File: config.mk
export PLATFORM = sky130hd
export DESIGN_NAME = adc_bcd_converter
export DESIGN_NICKNAME = d
export VERILOG_FILES = /design/src/rtl/adc_bcd_converter.sv
export SDC_FILE = /design/constraint.sdc
export NUM_CORES = 1
export LEC_CHECK = 0
export CAP_MARGIN = 10
export CORE_MARGIN = 8
export CORE_UTILIZATION = 60
export DETAILED_ROUTE_END_ITERATION = 8
export PLACE_DENSITY = 0.92
export SYNTH_ARGS = -nofsm -noshare
export SYNTH_HDL_FRONTEND = slang
export SYNTH_SLANG_ARGS = --single-unit
File: constraint.sdc
create_clock -name clk -period 3.53 [get_ports clk]
set_clock_uncertainty 0.2 [all_clocks]
set_input_delay 1.059 -clock clk [delete_from_list [all_inputs] [get_ports clk]]
set_output_delay 1.059 -clock clk [all_outputs]
set_load 0.005 [all_outputs]
File: src/rtl/adc_bcd_converter.sv
// rtl/adc_bcd_converter.sv - block-averages ADC samples and converts the mean to four BCD digits
module adc_bcd_converter #(
    parameter int DATA_W   = 12,
    parameter int AVG_LOG2 = 2
) (
    input  logic              clk,
    input  logic              rst_n,
    input  logic [DATA_W-1:0] data_in,
    input  logic              data_valid,
    output logic [3:0]        ones,
    output logic [3:0]        tens,
    output logic [3:0]        hundreds,
    output logic [3:0]        thousands,
    output logic              bcd_valid,
    output logic              busy,
    output logic              avg_overrun
);

    localparam int ACC_W = DATA_W + AVG_LOG2;
    localparam int CNT_W = (AVG_LOG2 > 0) ? AVG_LOG2 : 1;
    localparam int SH_W  = 16 + DATA_W;
    localparam int IT_W  = $clog2(DATA_W + 1);
    localparam logic [CNT_W-1:0] CNT_LAST = CNT_W'((1 << AVG_LOG2) - 1);
    localparam logic [IT_W-1:0]  IT_LAST  = IT_W'(DATA_W - 1);

    typedef enum logic [1:0] {IDLE, CONV, DONE} state_t;

    state_t            state;
    state_t            state_next;
    logic              dv_q;
    logic              accept;
    logic              last_sample;
    logic              avg_ready;
    logic [ACC_W-1:0]  acc;
    logic [ACC_W-1:0]  acc_sum;
    logic [CNT_W-1:0]  cnt;
    logic [DATA_W-1:0] avg;
    logic [SH_W-1:0]   sh;
    logic [SH_W-1:0]   sh_adj;
    logic [IT_W-1:0]   iter;
    logic              start_conv;
    logic              conv_step;
    logic              load_digits;

    // A level held high on data_valid counts as a single sample.
    assign accept      = data_valid & ~dv_q;
    assign last_sample = (cnt == CNT_LAST);
    assign acc_sum     = acc + ACC_W'(data_in);

    always_ff @(posedge clk or negedge rst_n) begin
        if (!rst_n) begin
            dv_q      <= 1'b0;
            acc       <= '0;
            cnt       <= '0;
            avg       <= '0;
            avg_ready <= 1'b0;
        end else begin
            dv_q      <= data_valid;
            avg_ready <= 1'b0;
            if (accept) begin
                if (last_sample) begin
                    avg       <= DATA_W'(acc_sum >> AVG_LOG2);
                    acc       <= '0;
                    cnt       <= '0;
                    avg_ready <= 1'b1;
                end else begin
                    acc <= acc_sum;
                    cnt <= cnt + CNT_W'(1);
                end
            end
        end
    end

    always_ff @(posedge clk or negedge rst_n) begin
        if (!rst_n) state <= IDLE;
        else        state <= state_next;
    end

    always_comb begin
        state_next = state;
        case (state)
            IDLE:    if (avg_ready) state_next = CONV;
            CONV:    if (iter == IT_LAST) state_next = DONE;
            DONE:    state_next = IDLE;
            default: state_next = IDLE;
        endcase
    end

    always_comb begin
        busy        = (state != IDLE);
        start_conv  = (state == IDLE) && avg_ready;
        conv_step   = (state == CONV);
        load_digits = (state == DONE);
    end

    // Add-3 correction on every BCD nibble before each shift.
    always_comb begin
        sh_adj = sh;
        for (int i = 0; i < 4; i++) begin
            if (sh[DATA_W + 4*i +: 4] >= 4'd5)
                sh_adj[DATA_W + 4*i +: 4] = sh[DATA_W + 4*i +: 4] + 4'd3;
        end
    end

    always_ff @(posedge clk or negedge rst_n) begin
        if (!rst_n) begin
            sh          <= '0;
            iter        <= '0;
            ones        <= 4'd0;
            tens        <= 4'd0;
            hundreds    <= 4'd0;
            thousands   <= 4'd0;
            bcd_valid   <= 1'b0;
            avg_overrun <= 1'b0;
        end else begin
            bcd_valid   <= load_digits;
            avg_overrun <= avg_ready && busy;
            if (start_conv) begin
                sh   <= {16'b0, avg};
                iter <= '0;
            end else if (conv_step) begin
                sh   <= {sh_adj[SH_W-2:0], 1'b0};
                iter <= iter + IT_W'(1);
            end
            if (load_digits) begin
                thousands <= sh[SH_W-1  -: 4];
                hundreds  <= sh[SH_W-5  -: 4];
                tens      <= sh[SH_W-9  -: 4];
                ones      <= sh[SH_W-13 -: 4];
            end
        end
    end

endmodule

==> impl_metrics.json, run 1 <==
{
  "antenna_found_initial": 0,
  "leakage_uw": 0.002104,
  "antenna_left": 0,
  "min_to": "sh[8]$_DFFE_PN0P_",
  "setup-violations-final": 0,
  "cp_top_family": "simple AND/OR/NAND/NOR gates",
  "grt_remaining_overflow": 0,
  "status": "finished, final reports clean",
  "slowest_stage": "or4_1",
  "ys_warn_count": 0,
  "route.vias.total": 3013,
  "diodes": 0,
  "hold_viol": 0,
  "drc": 0,
  "path_max_fanout": 4,
  "reg2regPathDepth": 8,
  "die_area_mm2": 0.009563,
  "dp_hpwl_um": 5754,
  "drive_gt1_share_pct": 10.02,
  "hold_path_depth": 2,
  "core.rowCount": 30,
  "cts_root_buffer": "clkbuf_8",
  "drt_iter0_drc": 137,
  "syn_nets": 428,
  "synth_top_flop_cell": "dfrtp_1",
  "synth_cells": 390,
  "power.density_mw_per_mm2": 726.4,
  "seq_area_frac_synth_pct": 51.12,
  "ys_types": 43,
  "tns_ns": 0,
  "core_area_mm2": 0.006644,
  "grtUsageTotal_pct": 18.05,
  "synth_edf_count": 0,
  "post_cts_resized": 0,
  "ys_seq_elements": 82,
  "post_cts_buffers": 0,
  "worstSetupStartpointType": "input pin",
  "cts_tree": "yes",
  "cp.arrival_ns": 3.30,
  "io_buffer_count": 33,
  "die_w_um": 97.79,
  "routed_wirelength_um": 8102,
  "firstDrtPassIters": 4,
  "max-clock-path-buffers": 2,
  "path_clk_slew_ns": 0.08,
  "nets": 462,
  "period_share_pct": 90.77,
  "cp-end-kind": "register",
  "ir_drop_mv": 0.4340,
  "wl_per_cell_um": 15.92,
  "worstPathCellList": "clkdlybuf4s50_1 > ha_1 > inv_1 > fa_1 > nor2b_1 > o21a_1 > a311o_2 > a21oi_4 > or4_1 > nand3_1",
  "min_from": "sh[8]$_DFFE_PN0P_",
  "cts.sinks": 82,
  "grt_max_degree": 83,
  "drv_slew": 0,
  "reg2reg_to": "acc[10]$_DFFE_PN0P_",
  "start_util_pct": 60.41,
  "hold_path.class": "register to register",
  "tightest_slew_ns": 1.033,
  "post_synth.cell_area_avg_um2": 10.29,
  "final_core_util_pct": 69.30,
  "drv_cap": 0,
  "area_growth_pct": 14.71,
  "rsz0062_at_grt": "no",
  "required_ns": 3.63,
  "grt_pass1_wl_um": 14150,
  "critPathMaxStageDelay_ns": 0.48,
  "htree_levels": 3,
  "cts_buffers": 9,
  "synthArstFlopShare_pct": 100.0,
  "postCtsHoldBufs": 0,
  "syn_area_mm2": 0.004014,
  "power.total_uw": 3345,
  "regToRegStartpoint": "acc[2]$_DFFE_PN0P_",
  "avgViaCountPerCell": 5.919,
  "top_level_ports": 34,
  "clk-insertion-delay-late_ns": 0.36,
  "nFillCells": 476,
  "crit_buf_inv": 2,
  "first_global_vias": 3036,
  "place.gp.congestion": 0.8686,
  "r2r_slack_ns": 1.08,
  "fmax_ghz": 0.3121,
  "die_h_um": 97.79,
  "slew_headroom_pct": 31.10,
  "fin_crit_ns": 3.204,
  "worst-setup-path-type": "input pin to register"
}
[synthesized netlist by cell type, types with 3 or more instances]
cell	number	area [um2]
dfrtp_1	82	2052
nand2_1	63	236.5
o21ai_0	40	200.2
ha_1	22	275.3
a21oi_1	18	90.09
inv_1	17	63.81
clkbuf_1	15	56.30
mux2_2	14	157.7
nand3_1	12	60.06
nor2_1	12	45.04
xnor2_1	12	105.1
a22oi_1	11	82.58
nand2b_1	8	50.05
o31ai_1	7	52.55
a22o_1	6	52.55
nand4_1	5	31.28
nor2b_1	5	31.28
xor2_1	5	43.79
a32o_1	4	40.04
o32ai_1	3	26.28
[registers in the layout, summed over array words and instances (netlist names), 2 cells and up]
name,flops
acc,14
avg,12
cnt,2
hundreds,4
iter,4
ones,4
sh,28
state,2
tens,4
thousands,4
[through the flow]
step           setup slack, ns  area (um2)  hold slack, ns  instances
6_report                0.3257        4604          0.2823        509
5_1_grt                 0.1615        4604          0.3148        509
4_1_cts                 0.3367        4604          0.2848        509
3_5_place_dp          -0.02256        4427          0.2650        493
3_3_place_gp           0.01571        4427          0.2531        493
2_1_floorplan           0.4751        4014          0.2348        390
[placed cells by master (no fill, tap or decap), types with 6 or more instances in the layout]
master / synthesis / layout
a21oi_1: 18 / 18
clkbuf_8: 0 / 9
inv_1: 17 / 17
o31ai_1: 7 / 7
mux2_2: 14 / 14
nand3_1: 12 / 12
nor2_1: 12 / 12
o21ai_0: 40 / 40
ha_1: 22 / 22
a22o_1: 6 / 6
dfrtp_1: 82 / 82
clkdlybuf4s50_1: 0 / 32
a22oi_1: 11 / 11
xnor2_1: 12 / 12
nand2_1: 63 / 63
buf_4: 0 / 7
nand2b_1: 8 / 8
[power breakdown]
| part | switching (uW) | leakage [uW] | total (uW) | internal [uW] |
|---|---|---|---|---|
| clock | 362 | 0.0000835 | 625 | 263 |
| combinational | 757 | 0.000939 | 1320 | 565 |
| sequential | 190 | 0.00108 | 1400 | 1210 |
[final cells by class]
type	count	area (um2)	share of cell area, %
tap	80	100.1	2.174
sequential	82	2052	44.57
multi-input combinational	274	1834	39.84
inverter	18	67.56	1.467
clock inverter	6	50.05	1.087
clock buffer	10	127.6	2.772
timing repair buffer	39	372.9	8.098
[worst reg2reg max path, delay by kind of cell (launching register included)]
kind / cells / cell delay [ns]
AND/OR/NAND/NOR: 1 / 0.16
buffers and inverters: 1 / 0.14
flip-flops: 1 / 0.40
adder cells (fa/ha/maj): 1 / 0.33
XOR/XNOR: 1 / 0.16
AO/OA/AOI/OAI: 4 / 0.93
[per-layer routing]
layer / track usage [%] / part of all wire (%) / vias up
met2: 30.26 / 50 / 76
met4: 7.074 / 2.7 / 0
met5: 0 / 0 / -
met1: 21.15 / 43 / 1468
met3: 5.548 / 4.8 / 21
li1: - / - / 1448
[logic make-up (layout without fill, tap and decap cells)]
group           count (synthesis)  after routing  share of synthesized area [%]
buf+inv                        34             73                          3.179
xor+xnor                       17             17                          3.709
mux                            15             15                          4.302
fa+ha+maj                      23             23                          7.357
flops                          82             82                          51.12
compound gates                105            105                          17.52
simple gates                  114            114                          12.81
[worst max-delay path by stage]
stage                     cells after the start       start                  end  slack [ns]
after CTS                                    10  data_in[0]  avg[10]$_DFFE_PN0P_        0.34
after detailed placement                     10  data_in[0]  avg[10]$_DFFE_PN0P_       -0.02
after global routing                         11  data_in[0]  acc[10]$_DFFE_PN0P_        0.16
after floorplan                               9  data_in[0]  acc[12]$_DFFE_PN0P_        0.48
final                                        10  data_in[0]  avg[10]$_DFFE_PN0P_        0.33
after global placement                       10  data_in[0]  avg[10]$_DFFE_PN0P_        0.02
Power figures use the tool's default switching activity.
==> inputs of run 2 (changes only) <==
clock period = 3.8 ns   (was 3.53 ns; I/O delays follow)
==> impl_metrics.json, run 2 (synthesized netlist as in run 1, its figures left out) <==
{
  "status": "finished, final reports clean",
  "worstPathCellList": "clkdlybuf4s50_1 > ha_1 > inv_1 > fa_1 > nor2b_1 > o21a_1 > a311o_2 > a21oi_4 > or4_1 > nand3_1",
  "cp_top_family": "simple AND/OR/NAND/NOR gates",
  "dp_hpwl_um": 6069,
  "grt_max_degree": 83,
  "cts_buffers": 9,
  "start_util_pct": 60.41,
  "worst-setup-path-type": "input pin to register",
  "cp.arrival_ns": 3.47,
  "drv_slew": 0,
  "multi_input_area_mm2": 0.001834,
  "grt_remaining_overflow": 0,
  "route.vias.total": 2989,
  "drv_cap": 0,
  "final_cell_mix": "dfrtp_1 (82), nand2_1 (63), o21ai_0 (40)",
  "cts_root_buffer": "clkbuf_8",
  "drt_iter0_drc": 132,
  "postCtsHoldBufs": 0,
  "ir_drop_mv": 0.3971,
  "antenna_left": 0,
  "fmax_ghz": 0.2960,
  "cp-end-kind": "register",
  "core_area_mm2": 0.006644,
  "avgViaCountPerCell": 5.919,
  "area_growth_pct": 13.97,
  "slowest_stage": "or4_1",
  "rsz0062_at_grt": "no",
  "top_level_ports": 34,
  "regArea_mm2": 0.002052,
  "die_w_um": 97.79,
  "cts.sinks": 82,
  "leakage_uw": 0.002085,
  "firstDrtPassIters": 4,
  "grtUsageTotal_pct": 19.17,
  "wl_per_cell_um": 17.12,
  "worstSetupStartpointType": "input pin",
  "first_global_vias": 3262,
  "max-clock-path-buffers": 2,
  "largest_reg_flops": 28,
  "required_ns": 3.89,
  "fin_crit_ns": 3.378,
  "post_cts_resized": 0,
  "hold_viol": 0,
  "tns_ns": 0,
  "hold_path.class": "register to register",
  "critPathMaxStageDelay_ns": 0.49,
  "place.gp.congestion": 0.8546,
  "core.rowCount": 30,
  "top_regs": "sh (28), acc (14), avg (12)",
  "routed_wirelength_um": 8647,
  "grt_pass1_wl_um": 14850,
  "cts_tree": "yes",
  "post_cts_buffers": 0,
  "clk-insertion-delay-late_ns": 0.36,
  "crit_buf_inv": 2,
  "tightest_slew_ns": 1.044,
  "regMostFlops": "sh",
  "antenna_found_initial": 0,
  "diodes": 0,
  "slew_headroom_pct": 30.43,
  "period_share_pct": 88.89,
  "die_h_um": 97.79,
  "path_clk_slew_ns": 0.08,
  "die_area_mm2": 0.009563,
  "nFillCells": 499,
  "power.total_uw": 3119,
  "mostFrequentLayoutCell": "dfrtp_1",
  "drc": 0,
  "htree_levels": 3,
  "setup-violations-final": 0,
  "nets": 458,
  "drive_gt1_share_pct": 9.176,
  "power.density_mw_per_mm2": 681.9,
  "io_buffer_count": 33,
  "path_max_fanout": 5
}
## run 2: worst paths after layout
path | slack [ns] | cells after the start | to | start
max in group asynchronous | 2.01 | 1 | sh[8]$_DFFE_PN0P_ | rst_n
worst max register to register | 1.29 | 9 | acc[12]$_DFFE_PN0P_ | acc[0]$_DFFE_PN0P_
worst max-delay path | 0.42 | 10 | avg[10]$_DFFE_PN0P_ | data_in[0]
worst min-delay path | 0.28 | 2 | sh[10]$_DFFE_PN0P_ | sh[10]$_DFFE_PN0P_
worst min register to register | 0.28 | 2 | sh[10]$_DFFE_PN0P_ | sh[10]$_DFFE_PN0P_
min in group asynchronous | 0.75 | 1 | ones[2]$_DFFE_PN0P_ | rst_n
## run 2: worst reg2reg max path: stages (launching register included)
cell     delay (ns)
dfrtp_1        0.39
ha_1           0.21
inv_1          0.07
fa_1           0.20
nor2b_1        0.06
o21a_1         0.19
a311o_2        0.46
a21oi_4        0.20
o21ai_0        0.12
a221o_1        0.30
## run 2: cell type report
class | count | area share (%)
clock buffers | 10 | 2.790
clock inverters | 6 | 1.094
inverters | 18 | 1.477
multi-input cells | 274 | 40.10
flip-flops and latches | 82 | 44.86
well taps | 80 | 2.188
repair buffers | 35 | 7.495
## run 2: where the power goes
part	internal [uW]	total [uW]	switching [uW]
clock	244	586	342
combinational	506	1230	724
sequential	1120	1300	182
## run 2: layer usage
metal	routed length, um	vias up	track usage, %
met1	3582	1474	21.01
met4	229	0	10.79
li1	-	1439	-
met3	315	19	4.552
met2	4518	57	33.37
met5	0	-	0
## run 2: per-stage QoR
step	hold slack, ns	utilization (%)	instance area, um2	setup slack, ns	std cells
5_1_grt	0.3184	68.85	4574	0.3107	505
6_report	0.2814	68.85	4574	0.4221	505
3_5_place_dp	0.2633	66.18	4397	0.05549	489
2_1_floorplan	0.2348	-	4014	0.6641	390
3_3_place_gp	0.2540	66.18	4397	0.1547	489
4_1_cts	0.2832	68.85	4574	0.4210	505
==> inputs of run 3 (changes only) <==
CORE_MARGIN = 4   (was 8)
==> impl_metrics.json, run 3 (synthesized netlist as in run 1, its figures left out) <==
{
  "status": "finished, final reports clean",
  "fmax_ghz": 0.2966,
  "tns_ns": 0,
  "drt_iter0_drc": 170,
  "regMostFlops": "sh",
  "grt_remaining_overflow": 0,
  "drv_cap": 0,
  "rsz0062_at_grt": "no",
  "drive_gt1_share_pct": 9.176,
  "antenna_left": 0,
  "firstDrtPassIters": 4,
  "die_area_mm2": 0.008062,
  "core_area_mm2": 0.006422,
  "hold_viol": 0,
  "worstSetupStartpointType": "input pin",
  "top_regs": "sh (28), acc (14), avg (12)",
  "largest_reg_flops": 28,
  "period_share_pct": 88.72,
  "worst-setup-path-type": "input pin to register",
  "start_util_pct": 62.50,
  "cts_tree": "yes",
  "cp.arrival_ns": 3.46,
  "top_level_ports": 34,
  "dp_hpwl_um": 5219,
  "grtUsageTotal_pct": 19.90,
  "path_max_fanout": 5,
  "avgViaCountPerCell": 5.876,
  "leakage_uw": 0.002107,
  "fin_crit_ns": 3.371,
  "antenna_found_initial": 0,
  "grt_max_degree": 83,
  "diodes": 0,
  "required_ns": 3.88,
  "path_clk_slew_ns": 0.08,
  "postCtsHoldBufs": 0,
  "drv_slew": 0,
  "wl_per_cell_um": 14.96,
  "post_cts_buffers": 0,
  "tightest_slew_ns": 1.004,
  "setup-violations-final": 0,
  "mostFrequentLayoutCell": "dfrtp_1",
  "io_buffer_count": 33,
  "place.gp.congestion": 0.8363,
  "power.total_uw": 3147,
  "ir_drop_mv": 0.3687,
  "htree_levels": 3,
  "route.vias.total": 2950,
  "routed_wirelength_um": 7508,
  "power.density_mw_per_mm2": 683.0,
  "final_cell_mix": "dfrtp_1 (82), nand2_1 (63), o21ai_0 (40)",
  "area_growth_pct": 14.81,
  "cts_root_buffer": "clkbuf_8",
  "max-clock-path-buffers": 2,
  "die_w_um": 89.79,
  "cp-end-kind": "register",
  "clk-insertion-delay-late_ns": 0.34,
  "nets": 458,
  "cts_buffers": 9,
  "post_cts_resized": 0,
  "first_global_vias": 2943,
  "slew_headroom_pct": 33.09,
  "core.rowCount": 29,
  "drc": 0,
  "die_h_um": 89.79,
  "cts.sinks": 82,
  "nFillCells": 474,
  "grt_pass1_wl_um": 13350,
  "hold_path.class": "register to register"
}
==> run 3: changes by cell type in the layout (fill, tap and decap cells not counted) <==
cell	delta
inv_6	-2
clkinv_4	-1
clkbuf_8	+3
bufinv_16	+1
clkinvlp_4	-1
==> run 3: critical path, stage by stage <==
cell             delay [ns]
clkdlybuf4s50_1        0.46
ha_1                   0.19
inv_1                  0.06
fa_1                   0.41
nor2b_1                0.14
o21a_1                 0.14
a311o_2                0.26
a21oi_4                0.09
or4_1                  0.48
nand3_1                0.09
==> run 3: path summary, 6_finish.rpt <==
check / startpoint / to / slack (ns) / depth (start not counted)
setup / recovery: data_in[0] / avg[10]$_DFFE_PN0P_ / 0.43 / 10
hold / removal: avg[0]$_DFFE_PN0P_ / sh[0]$_DFFE_PN0P_ / 0.27 / 2
setup reg to reg: acc[0]$_DFFE_PN0P_ / acc[12]$_DFFE_PN0P_ / 1.29 / 9
hold reg to reg: avg[0]$_DFFE_PN0P_ / sh[0]$_DFFE_PN0P_ / 0.27 / 2
max in group asynchronous: rst_n / sh[0]$_DFFE_PN0P_ / 2.00 / 1
min in group asynchronous: rst_n / sh[26]$_DFFE_PN0P_ / 0.73 / 1
==> run 3: stage by stage <==
step                      instances  hold slack (ns)  utilization [%]  cell area (um2)  setup WS (ns)
after floorplan                 390           0.2348                -             4014         0.6641
after global placement          486           0.2541            68.40             4393         0.1316
final                           502           0.2735            71.75             4608         0.4286
after CTS                       502           0.2827            71.75             4608         0.4309
after detailed placement        486           0.2641            68.40             4393        0.05794
after global routing            502           0.3010            71.75             4608         0.3022
==> run 3: layout make-up <==
cell class              instances  area [um2]  area share, %
clock buffers                  13       168.9          3.665
clock inverters                 3       46.29          1.005
inverters                      18       67.56          1.466
multi-input cells             274        1834          39.80
flip-flops and latches         82        2052          44.53
well taps                      77       96.34          2.091
repair buffers                 35       342.8          7.440
==> run 3: where the power goes <==
group,total [uW],switching (uW),internal [uW]
combinational,1190,685,502
sequential,1300,175,1120
clock,663,303,359
total,3150,1160,1980
==> run 3: metal layers <==
layer  vias to the layer above  wire length [um]  global-route usage, %
li1                       1438                 -                      -
met1                      1423              3373                  26.00
met4                         0               154                  7.918
met5                         -                 0                      0
met3                        19               330                  4.591
met2                        70              3650                  32.33
